## src/rtl/rf_access_ctrl_pkg.sv

```systemverilog
// Shared sizes and writeback requester encoding for the register-file access controller.
package rf_access_ctrl_pkg;

  localparam int REG_SIZE     = 32;
  localparam int REGFILE_SIZE = 32;
  localparam int INDEX_SIZE   = 5;

  localparam logic [INDEX_SIZE-1:0] ZERO = '0;

  // Writeback requester identity; also the round-robin pointer encoding.
  typedef enum logic {
    WB_ALU = 1'b0,
    WB_MEM = 1'b1
  } wb_req_e;

endpackage

```

## src/rtl/rf_wb_rr_arbiter.sv

```systemverilog
// Two-way round-robin arbiter for the single rf_32 write port.
// req_valid/grant bit 0 = ALU, bit 1 = MEM. The pointer only moves on a
// contended grant, handing priority to the requester that just lost.
module rf_wb_rr_arbiter
  import rf_access_ctrl_pkg::*;
(
  input  logic       clock,
  input  logic       reset,
  input  logic [1:0] req_valid,
  output logic [1:0] grant
);

  wb_req_e ptr_q;
  wb_req_e ptr_d;

  // Grant selection and next pointer; no grants while reset is held.
  always_comb begin
    grant = 2'b00;
    ptr_d = ptr_q;
    if (!reset) begin
      case (req_valid)
        2'b01: grant = 2'b01;
        2'b10: grant = 2'b10;
        2'b11: begin
          if (ptr_q == WB_ALU) begin
            grant = 2'b01;
            ptr_d = WB_MEM;
          end else begin
            grant = 2'b10;
            ptr_d = WB_ALU;
          end
        end
        default: grant = 2'b00;
      endcase
    end
  end

  // Pointer register; reset gives ALU first priority.
  always_ff @(posedge clock) begin
    if (reset) ptr_q <= WB_ALU;
    else       ptr_q <= ptr_d;
  end

endmodule

```

## src/rtl/rf_access_ctrl.sv

```systemverilog
// Issue/writeback scheduler in front of rf_32: per-register busy scoreboard
// gates decode issue (RAW/WAW), drives the read port, and arbitrates the
// single write port between ALU and MEM writeback.
module rf_access_ctrl
  import rf_access_ctrl_pkg::*;
#(
  parameter int REG_SIZE     = rf_access_ctrl_pkg::REG_SIZE,
  parameter int REGFILE_SIZE = rf_access_ctrl_pkg::REGFILE_SIZE,
  parameter int INDEX_SIZE   = rf_access_ctrl_pkg::INDEX_SIZE
) (
  input  logic                  clock,
  input  logic                  reset,
  input  logic                  iss_valid,
  input  logic [INDEX_SIZE-1:0] iss_rs,
  input  logic [INDEX_SIZE-1:0] iss_rt,
  input  logic [INDEX_SIZE-1:0] iss_rd,
  input  logic                  iss_wr,
  output logic                  iss_ready,
  output logic                  opnd_valid,
  input  logic                  alu_wb_valid,
  input  logic [INDEX_SIZE-1:0] alu_wb_addr,
  input  logic [REG_SIZE-1:0]   alu_wb_data,
  output logic                  alu_wb_ready,
  input  logic                  mem_wb_valid,
  input  logic [INDEX_SIZE-1:0] mem_wb_addr,
  input  logic [REG_SIZE-1:0]   mem_wb_data,
  output logic                  mem_wb_ready,
  output logic                  rf_read_enabled,
  output logic [INDEX_SIZE-1:0] rf_read_addr_s,
  output logic [INDEX_SIZE-1:0] rf_read_addr_t,
  output logic                  rf_write_enabled,
  output logic [INDEX_SIZE-1:0] rf_write_addr,
  output logic [REG_SIZE-1:0]   rf_write_data,
  output logic                  wb_err,
  output logic [31:0]           stall_count
);

  logic [REGFILE_SIZE-1:0] busy_q, busy_d;
  logic                    opnd_valid_q, opnd_valid_d;
  logic                    wb_err_q, wb_err_d;
  logic [31:0]             stall_count_q, stall_count_d;

  logic [1:0]              wb_grant;
  logic                    wb_fire;
  logic [INDEX_SIZE-1:0]   wb_addr;
  logic [REG_SIZE-1:0]     wb_data;

  rf_wb_rr_arbiter u_arb (
    .clock     (clock),
    .reset     (reset),
    .req_valid ({mem_wb_valid, alu_wb_valid}),
    .grant     (wb_grant)
  );

  // Issue check uses registered busy only: a same-edge write would not be
  // visible to the rf_32 read, so a clearing grant cannot unblock this cycle.
  always_comb begin
    iss_ready = 1'b0;
    if (!reset && iss_valid) begin
      iss_ready = !busy_q[iss_rs] && !busy_q[iss_rt] && !(iss_wr && busy_q[iss_rd]);
    end
  end

  // Write-port mux from the granted requester; register 0 writes are swallowed.
  always_comb begin
    wb_fire = wb_grant[0] | wb_grant[1];
    wb_addr = alu_wb_addr;
    wb_data = alu_wb_data;
    if (wb_grant[1]) begin
      wb_addr = mem_wb_addr;
      wb_data = mem_wb_data;
    end
  end

  assign alu_wb_ready     = wb_grant[0];
  assign mem_wb_ready     = wb_grant[1];
  assign rf_write_enabled = wb_fire && (wb_addr != ZERO);
  assign rf_write_addr    = wb_addr;
  assign rf_write_data    = wb_data;

  assign rf_read_enabled  = iss_ready;
  assign rf_read_addr_s   = iss_rs;
  assign rf_read_addr_t   = iss_rt;

  assign opnd_valid       = opnd_valid_q;
  assign wb_err           = wb_err_q;
  assign stall_count      = stall_count_q;

  // Next-state: scoreboard clear on grant then set on issue, error flag, stall counter.
  always_comb begin
    busy_d        = busy_q;
    opnd_valid_d  = iss_ready;
    wb_err_d      = wb_err_q;
    stall_count_d = stall_count_q;
    if (wb_fire && (wb_addr != ZERO)) begin
      busy_d[wb_addr] = 1'b0;
      if (!busy_q[wb_addr]) wb_err_d = 1'b1;
    end
    if (iss_ready && iss_wr && (iss_rd != ZERO)) begin
      busy_d[iss_rd] = 1'b1;
    end
    busy_d[0] = 1'b0;
    if (iss_valid && !iss_ready && (stall_count_q != 32'hFFFF_FFFF)) begin
      stall_count_d = stall_count_q + 32'd1;
    end
  end

  // State registers.
  always_ff @(posedge clock) begin
    if (reset) begin
      busy_q        <= '0;
      opnd_valid_q  <= 1'b0;
      wb_err_q      <= 1'b0;
      stall_count_q <= '0;
    end else begin
      busy_q        <= busy_d;
      opnd_valid_q  <= opnd_valid_d;
      wb_err_q      <= wb_err_d;
      stall_count_q <= stall_count_d;
    end
  end

endmodule
```

## config.mk

```make
export PLATFORM = sky130hd
export DESIGN_NAME = rf_access_ctrl
export DESIGN_NICKNAME = d
export VERILOG_FILES = /design/src/rtl/rf_access_ctrl_pkg.sv /design/src/rtl/rf_wb_rr_arbiter.sv /design/src/rtl/rf_access_ctrl.sv
export SDC_FILE = /design/constraint.sdc
export NUM_CORES = 1
export LEC_CHECK = 0
export ABC_AREA = 1
export CAP_MARGIN = 40
export CELL_PAD_IN_SITES_DETAIL_PLACEMENT = 1
export CELL_PAD_IN_SITES_GLOBAL_PLACEMENT = 1
export CORE_ASPECT_RATIO = 0.8
export CORE_UTILIZATION = 46
export CTS_CLUSTER_DIAMETER = 80
export CTS_CLUSTER_SIZE = 8
export DETAILED_ROUTE_END_ITERATION = 6
export DONT_BUFFER_PORTS = 1
export GPL_TIMING_DRIVEN = 1
export HOLD_SLACK_MARGIN = 0.05
export MAX_ROUTING_LAYER = met4
export PLACE_DENSITY = 0.95
export SLEW_MARGIN = 5
export SYNTH_ARGS = -nofsm -noshare
export SYNTH_HDL_FRONTEND = slang
export SYNTH_SLANG_ARGS = --single-unit
```

## constraint.sdc

```tcl
create_clock -name clock -period 4.2 [get_ports clock]
set_clock_uncertainty 0.2 [all_clocks]
set_input_delay 0.84 -clock clock [delete_from_list [all_inputs] [get_ports clock]]
set_output_delay 0.84 -clock clock [all_outputs]
set_load 0.02 [all_outputs]
```

# Word-level counts from Yosys, hierarchy flattened
# Index checks and enable logic that the tools add are counted.
# W data, S select, Z words.
[op_classes] n_eq_ne=4 reduce_logical=19 n_lt_le_gt_ge=6 multipliers=0 shift=0 div_mod_pow=0 muxes=21 bitwise_logic=5 n_addsub=1
[op_table] op="$mux W32" n=3
[op_table] op="$add A32 B1 Y32 const B" n=1
[op_table] op="$and A32 B32 Y32" n=1
[op_table] op="$ne A32 B32 Y1 const B" n=1
[op_table] op="$not A32 Y32" n=1
[op_table] op="$or A32 B32 Y32" n=1
[op_table] op="$lt A5 B6 Y1 const B" n=4
[op_table] op="$bmux W1 S5" n=4
[op_table] op="$logic_and A1 B1 Y1" n=11
[op_table] op="$demux W1 S5" n=2
[op_table] op="$ge A5 B1 Y1 const B" n=2
[op_table] op="$reduce_bool A5 Y1" n=2
[op_table] op="$mux W1" n=8
[op_table] op="$pmux W2 S3" n=1
[op_table] op="$logic_not A1 Y1" n=5
[op_table] op="$mux W5" n=1
[op_table] op="$eq A2 B2 Y1 const B" n=2
[op_table] op="$mux W2" n=2
[op_table] op="$eq A2 B1 Y1 const B" n=1
[op_table] op="$reduce_and A2 Y1" n=1
[op_table] op="$not A1 Y1" n=1
[op_table] op="$or A1 B1 Y1" n=1
[word_totals] ramBits=0 regBits=67 rom_bits=0 inputBits=95 mem_count=0 latchBits=0

# Depth between registers and ports, before layout
# Gate-level depths: netlist (run 1).
[logic_depth] ltp_word=13 ltp_mapped=16 depth_no_buf=15

# Modules after synthesis
# A second synthesis (run 1) with hierarchy kept.
[unflattened] hier_cells=1000 hier_area_um2=5629.1
[by_module_without_submodules] module="rf_access_ctrl" cells_each=989 seq_area_each_um2=1301.2 area_each_um2=5567.8 instances=1
[by_module_without_submodules] module="rf_wb_rr_arbiter" cells_each=11 seq_area_each_um2=20.0 area_each_um2=61.3 instances=1

# Worst setup path after synthesis (run 1)
# Ideal clock, no wire load.
[synth_timing] path_kind="input port to output port" startpoint="in iss_rt[0]" endpoint="out rf_read_enabled" t_arrival_ns=2.308 path_buffers=4 path_stages=15 setup_slack_ns=0.852 cell_sequence="buf_4 > inv_2 > buf_6 > nand2_1 > nand3_1 > nand3_1 > nand3_1 > nand2_1 > nand2_1 > nand2_1 > nor2_2 > nand2_2 > buf_2 > inv_1 > buf_4"
[synth_via] elab_chain_len=6
[synth_lines] element="start, declared" line="rf_access_ctrl.sv:15" text="input logic [INDEX_SIZE-1:0] iss_rt,"
[synth_lines] element="$bmux W1 S5" line="rf_access_ctrl.sv:60" text="iss_ready = !busy_q[iss_rs] && !busy_q[iss_rt] && !(iss_wr && busy_q[iss_rd]);"
[synth_lines] element="$mux W1 (not written as such)" line="rf_access_ctrl.sv:60"
[synth_lines] element="$logic_not A1 Y1" line="rf_access_ctrl.sv:60"
[synth_lines] element="$logic_and A1 B1 Y1 (2 in series)" line="rf_access_ctrl.sv:60"
[synth_lines] element="$mux W1" line="rf_access_ctrl.sv:59" text="if (!reset && iss_valid) begin"
[synth_lines] element="end, declared" line="rf_access_ctrl.sv:28" text="output logic rf_read_enabled,"
# No other way between the ends. The select of a mux whose other input is x is not followed.

# Final worst setup path (run 1)
[layout_timing] startpoint="in mem_wb_valid" endpoint="out rf_write_enabled"
[layout_via] elab_chain_len=6 elab_cells_between_ends=9 cone_classes="eq/ne: 3; mux: 3; bitwise: 1; reduce/logical: 2"
[layout_lines] element="start, declared" line="rf_access_ctrl.sv:24" text="input logic mem_wb_valid,"
[layout_lines] element="$eq A2 B2 Y1 / $eq A2 B1 Y1 (equally long branches)" line="rf_wb_rr_arbiter.sv:21" text="case (req_valid)"
[layout_lines] element="$pmux W2 S3 (*)" line="rf_wb_rr_arbiter.sv:21"
[layout_lines] element="$mux W2 (*)" line="rf_wb_rr_arbiter.sv:20" text="if (!reset) begin"
[layout_lines] element="$mux W5 (*)" line="rf_access_ctrl.sv:69" text="if (wb_grant[1]) begin"
[layout_lines] element="net rf_write_addr[1]" line="rf_access_ctrl.sv:32" text="output logic [INDEX_SIZE-1:0] rf_write_addr,"
[layout_lines] element="$reduce_bool A5 Y1 (*)" line="rf_access_ctrl.sv:77" text="assign rf_write_enabled = wb_fire && (wb_addr != ZERO);"
[layout_lines] element="$logic_and A1 B1 Y1 (*)" line="rf_access_ctrl.sv:77"
[layout_lines] element="end, declared" line="rf_access_ctrl.sv:31" text="output logic rf_write_enabled,"
# The timed path passes the listed nets; every way through them passes the cells marked *.

==> flow_metrics.tcl, run 1 <==
set metrics [dict create \
    yosys_register_bits 66 \
    max-vdd-ir-drop_v 0.000209 \
    cts_max_path_buffers 2 \
    portBuffers 0 \
    htree_levels 3 \
    setup_viol 0 \
    clock_sinks 66 \
    design_area_um2 5910 \
    grtUsageTotal_pct 41.8 \
    ys_seq_area_share_pct 23.2 \
    cp-start-kind "primary input" \
    worstRegToRegCells 8 \
    syn-cell-area_um2 5700 \
    fp.coreArea_um2 11800 \
    grt.overflow.total 0 \
    drive_gt1_share_pct 4.50 \
    vias 7341 \
    antenna_found_initial 0 \
    rrSetupSlack_ns 1.07 \
    place_area_um2 5590 \
    nets 1069 \
    rr_startpoint "stall_count[2]$_SDFFE_PP0P_" \
    ctsResizeCount 0 \
    fin_tns_setup_ns 0 \
    clkTransAtPathRegs_ns 0.06 \
    post_drt_wl_per_cell_um 23.6 \
    synth_cells 1010 \
    grt_pass1_vias 6817 \
    reg2reg_to "stall_count[27]$_SDFFE_PP0P_" \
    cp-end-kind "primary output" \
    ioPinCount 181 \
    cp.required_ns 3.16 \
    relSlewSlack_pct 51.3 \
    whs_path_depth 2 \
    synth.avg_cell_area_um2 5.64 \
    period_share_pct 86.6 \
    route.detailed.drc 0 \
    cts_buffers 9 \
    p_total_mw 1.75 \
    cts_setup_buffers 0 \
    rsz0062_at_grt "false" \
    via_per_inst 6.52 \
    synthFlopType "dfxtp_1" \
    worstPathArrival_ns 2.60 \
    firstDrtPassIters 6 \
    hold_end "busy_q[3]$_SDFF_PP0_" \
    power_density_nw_per_um2 295 \
    cts_tree "yes" \
    multi_input_area_um2 3640 \
    cap_violations 0 \
    yosys.cell_count.top_type "nand2_1" \
    antenna_left 0 \
    netlist.area_leader.share_pct 24.9 \
    fmax_mhz 275 \
    ys_types 36 \
    netlist.top_cell.by_area "nand2_1" \
    dp_hpwl_um 18600 \
    die_area_um2 12800 \
    hold_viol_final 0 \
    area_growth_pct 3.75 \
    synth-async-reset-ratio_pct 0 \
    rows 35 \
    num_antenna_cells 0 \
    critPathKind "primary input to primary output" \
    grt_max_degree 66 \
    initial_utilization_pct 48.4 \
    outcome "completed" \
    grt_pass1_wl_um 39700 \
    syn_nets 1106 \
    cts-root-buf "clkbuf_16" \
    seqCellArea_um2 1320 \
    n_fill_cell 1708 \
    worstHoldStart "busy_q[3]$_SDFF_PP0_" \
    dr.first_iter.drc_count 936 \
    ys_top_cells_by_count "378 x nand2_1, 101 x nand3_1, 97 x inv_1" \
    tightest_slew_ns 0.730 \
    synthTopCellsByArea "nand2_1 25%, dfxtp_1 23%, nand3_1 8.9%" \
    cts_hold_buffers 0 \
    hold_path_class "flip-flop to flip-flop" \
    die_y_um 102 \
    yosys_warnings 0 \
    drv_slew 0 \
    synth-edff-count 0 \
    finalCriticalPeriod_ns 3.64 \
    clk_latency_ns 0.35 \
    routed_wl_um 26600 \
    gp_congestion 1.07 \
    fp.dieW_um 126 \
    total_leakage_power_nw 2.53 \
    cp_max_fo 32 \
]
[worst max path at each step]
stage	from	to	slack, ns	cells past startpoint
after floorplan	iss_rt[0]	rf_read_enabled	0.85	15
after global placement	mem_wb_valid	rf_write_enabled	0.66	9
after detailed placement	mem_wb_valid	rf_write_enabled	0.62	9
after CTS	mem_wb_valid	rf_write_enabled	0.62	9
after global routing	mem_wb_valid	rf_write_enabled	0.50	9
final	mem_wb_valid	rf_write_enabled	0.56	9
[flip-flops by register name (all words and copies together), names as in the netlist]
register,count
busy_q,31
opnd_valid,1
stall_count,32
u_arb.ptr_q,1
wb_err,1
[worst max-delay path, cell delays in order]
cell and delay [ns]:
inv_1 0.03, nor2_1 0.04, nand2_2 0.24, buf_4 0.36, nand2_1 0.10, nand2_1 0.30, nor2_2 0.07, buf_4 0.18
a21oi_4 0.40
[power breakdown]
group | switching [mW] | internal, mW | total, mW
sequential | 0.0115 | 0.631 | 0.643
clock | 0.314 | 0.521 | 0.834
combinational | 0.212 | 0.0567 | 0.269
[metrics by stage]
stage	hold WS [ns]	instances	setup slack [ns]	util [%]
global placement	0.270	1109	0.662	47.4
CTS	0.282	1126	0.618	50.2
finish	0.285	1126	0.562	50.2
floorplan	0.257	1010	0.852	-
detailed placement	0.271	1110	0.620	47.5
global route	0.302	1126	0.503	50.2
[cell usage in the layout, fill, tap and decap left out, types with 2 or more instances in the layout]
master	count
nand2_1	378
clkbuf_16	9
clkinvlp_4	3
dfxtp_1	66
xor2_1	17
bufinv_16	2
nor2_2	4
a21oi_1	72
nand4_1	37
inv_2	4
o21ai_0	29
xnor2_1	11
nor2_1	80
inv_1	97
nand3_1	101
nor4_1	7
o31ai_1	7
nor3_1	20
nand2_2	4
o21ai_1	6
buf_4	7
[routing by layer]
layer | vias up | share of wire (%) | track usage [%]
li1 | 3174 | - | -
met1 | 3390 | 38 | 50.4
met2 | 639 | 43 | 63.0
met3 | 138 | 14 | 14.4
met4 | 0 | 4.9 | 18.9
met5 | - | 0 | -
[cell families (layout without fill, tap and decap cells)]
family,after synthesis,after routing,synth area share (%)
flip-flops,66,66,23.2
AO/OA/AOI/OAI,119,119,11.2
buffers and inverters,157,125,12.9
XOR/XNOR,28,28,4.30
AND/OR/NAND/NOR,639,639,48.2
adder cells (fa/ha/maj),1,1,0.219
[final cells by class]
cell class              instances  share of cell area (%)
clock buffers                  10                    3.87
clock inverters                 6                    1.54
inverters                     101                    6.41
multi-input cells             787                    61.6
flip-flops and latches         66                    22.3
well taps                     148                    3.13
repair buffers                  8                    1.08
No activity file was read; power rests on OpenSTA's default activity.
==> run 2, diff against run 1 <==
--- a/config.mk
+++ b/config.mk
@@ -6,7 +6,6 @@
 export NUM_CORES = 1
 export LEC_CHECK = 0
 export ABC_AREA = 1
-export CAP_MARGIN = 40
 export CELL_PAD_IN_SITES_DETAIL_PLACEMENT = 1
 export CELL_PAD_IN_SITES_GLOBAL_PLACEMENT = 1
 export CORE_ASPECT_RATIO = 0.8
==> run 2 against run 1 <==
  * The flow now finishes with violations (design-rule violations)
  * Fmax increased by 0.19%
  * Clock power grew 2%
  * Global-route usage down 1.5 points
  * Register-to-register slack lost 0.08 ns
  * First-iteration DRC count shrank 17%
  * Combinational power about the same
  * Power grew 0.59%
  * Hold slack better by 0.0083 ns
  * Final area down 0.19%
  * Wire length decreased by 2.8%
  * Core utilization shrank 0.096 points
  * Critical path type unchanged
  * Highest routed layer unchanged
==> flow_metrics.tcl, run 2 (synthesized netlist as in run 1, its figures left out) <==
set metrics [dict create \
    grt.overflow.total 0 \
    cts_setup_buffers 0 \
    crit_path_cell_trace "inv_1, nor2_1, nand2_2, buf_4, nand2_1, nand2_1, nor2_2, buf_4, a21oi_4" \
    clk_latency_ns 0.34 \
    relSlewSlack_pct 35.0 \
    period_share_pct 86.5 \
    grt_max_degree 66 \
    fin_ws_ns 0.569 \
    finalCriticalPeriod_ns 3.63 \
    cts_hold_buffers 0 \
    die_area_um2 12800 \
    num_antenna_cells 0 \
    p_sw_share_pct 31.2 \
    ioPinCount 181 \
    combPwrFrac_pct 15.1 \
    fp.coreArea_um2 11800 \
    cp-end-kind "primary output" \
    ctsResizeCount 0 \
    clock_sinks 66 \
    max-vdd-ir-drop_v 0.000264 \
    area_growth_pct 3.56 \
    cts_max_path_buffers 2 \
    cp.required_ns 3.16 \
    largest_register_ffs 32 \
    htree_levels 3 \
    cts-root-buf "clkbuf_16" \
    cts_tree "yes" \
    fin_tns_setup_ns 0 \
    route.met2.wl_um 11200 \
    fmax_mhz 275 \
    grtUsageTotal_pct 40.3 \
    rows 35 \
    drv_slew 0 \
    cap_violations 0 \
    gp_congestion 1.07 \
    internal_power_mw 1.21 \
    cts_buffers 9 \
    antenna_left 0 \
    setup_viol 0 \
    route.detailed.drc 2 \
    post_drt_wl_per_cell_um 23.0 \
    layout_commonest_cell "nand2_1" \
    cp-start-kind "primary input" \
    clkTransAtPathRegs_ns 0.06 \
    wl_met3_um 3660 \
    fp.dieW_um 126 \
    dp_hpwl_um 18700 \
    dr.first_iter.drc_count 777 \
    initial_utilization_pct 48.4 \
    power_density_nw_per_um2 298 \
    violations "design-rule violations" \
    firstDrtPassIters 7 \
    outcome "finished, violations left" \
    vias 7160 \
    drt-met1-wl_um 9810 \
    antenna_found_initial 0 \
    power_frac_clock_pct 48.3 \
    drive_gt1_share_pct 4.40 \
    nets 1068 \
    total_leakage_power_nw 2.52 \
    p_seq_share_pct 36.6 \
    tightest_slew_ns 0.972 \
    routed_wl_um 25800 \
    grt_pass1_vias 6870 \
    worstPathArrival_ns 2.59 \
    mostFrequentLayoutCells "378 x nand2_1, 101 x nand3_1, 97 x inv_1, 80 x nor2_1, 72 x a21oi_1" \
    max_stage_delay_ns 0.40 \
    via_per_inst 6.36 \
    critPathKind "primary input to primary output" \
    pre_cts_slack_ns 0.601 \
    top_layer_used "met4" \
    grt_pass1_wl_um 38600 \
    hold_viol_final 0 \
    portBuffers 0 \
    p_switching_mw 0.548 \
    worst_path_max_delay_cell "a21oi_4" \
    rsz0062_at_grt "false" \
    die_y_um 102 \
    cp_max_fo 32 \
    hold_path_class "flip-flop to flip-flop" \
]
## run 2: cell count changes in the layout (fill, tap and decap cells not counted), sizes merged
cell	previous run	this run
buf	8	7
## run 2: area by class of cell
cell class / instances / area, µm²
clock inverter: 6 / 91.3
inverter: 101 / 379
sequential: 66 / 1320
timing repair buffer: 7 / 52.6
multi-input combinational: 787 / 3640
tap: 148 / 185
fill: 1709 / 5880
clock buffer: 10 / 229
## run 2: critical path: cells and delay by family
kind | cells | cell delay, ns
compound gates | 1 | 0.40
buf+inv | 3 | 0.57
simple gates | 5 | 0.76
## run 2: per-layer routing
| metal | up-vias | global-route usage (%) |
|---|---|---|
| met5 | - | - |
| met2 | 551 | 61.8 |
| met3 | 108 | 14.1 |
| li1 | 3159 | - |
| met1 | 3342 | 48.3 |
| met4 | 0 | 16.7 |
## run 2: path summary, 6_finish.rpt
check | slack (ns) | cells past startpoint | end | startpoint
setup / recovery | 0.57 | 9 | rf_write_enabled | mem_wb_valid
hold / removal | 0.29 | 2 | busy_q[27]$_SDFF_PP0_ | busy_q[27]$_SDFF_PP0_
setup reg to reg | 0.99 | 11 | stall_count[6]$_SDFFE_PP0P_ | stall_count[1]$_SDFFE_PP0P_
hold reg to reg | 0.29 | 2 | busy_q[27]$_SDFF_PP0_ | busy_q[27]$_SDFF_PP0_
## run 2: power groups by stage
| stage | combinational (mW) | sequential (mW) | clock (mW) |
|---|---|---|---|
| after floorplan | 0.244 | 0.653 | 0 |
| after global placement | 0.252 | 0.655 | 0 |
| after detailed placement | 0.258 | 0.656 | 0 |
| after CTS | 0.262 | 0.642 | 0.846 |
| after global routing | 0.285 | 0.642 | 0.866 |
| final | 0.266 | 0.642 | 0.848 |
## run 2: through the flow
stage / util, % / hold slack (ns) / total power [mW] / std cells / instance area, µm²
4_1_cts: 50.1 / 0.293 / 1.75 / 1125 / 5900
5_1_grt: 50.1 / 0.321 / 1.79 / 1125 / 5900
3_3_place_gp: 47.4 / 0.270 / 0.907 / 1109 / 5580
2_1_floorplan: - / 0.257 / 0.896 / 1010 / 5700
6_report: 50.1 / 0.293 / 1.76 / 1125 / 5900
3_5_place_dp: 47.4 / 0.277 / 0.913 / 1109 / 5580
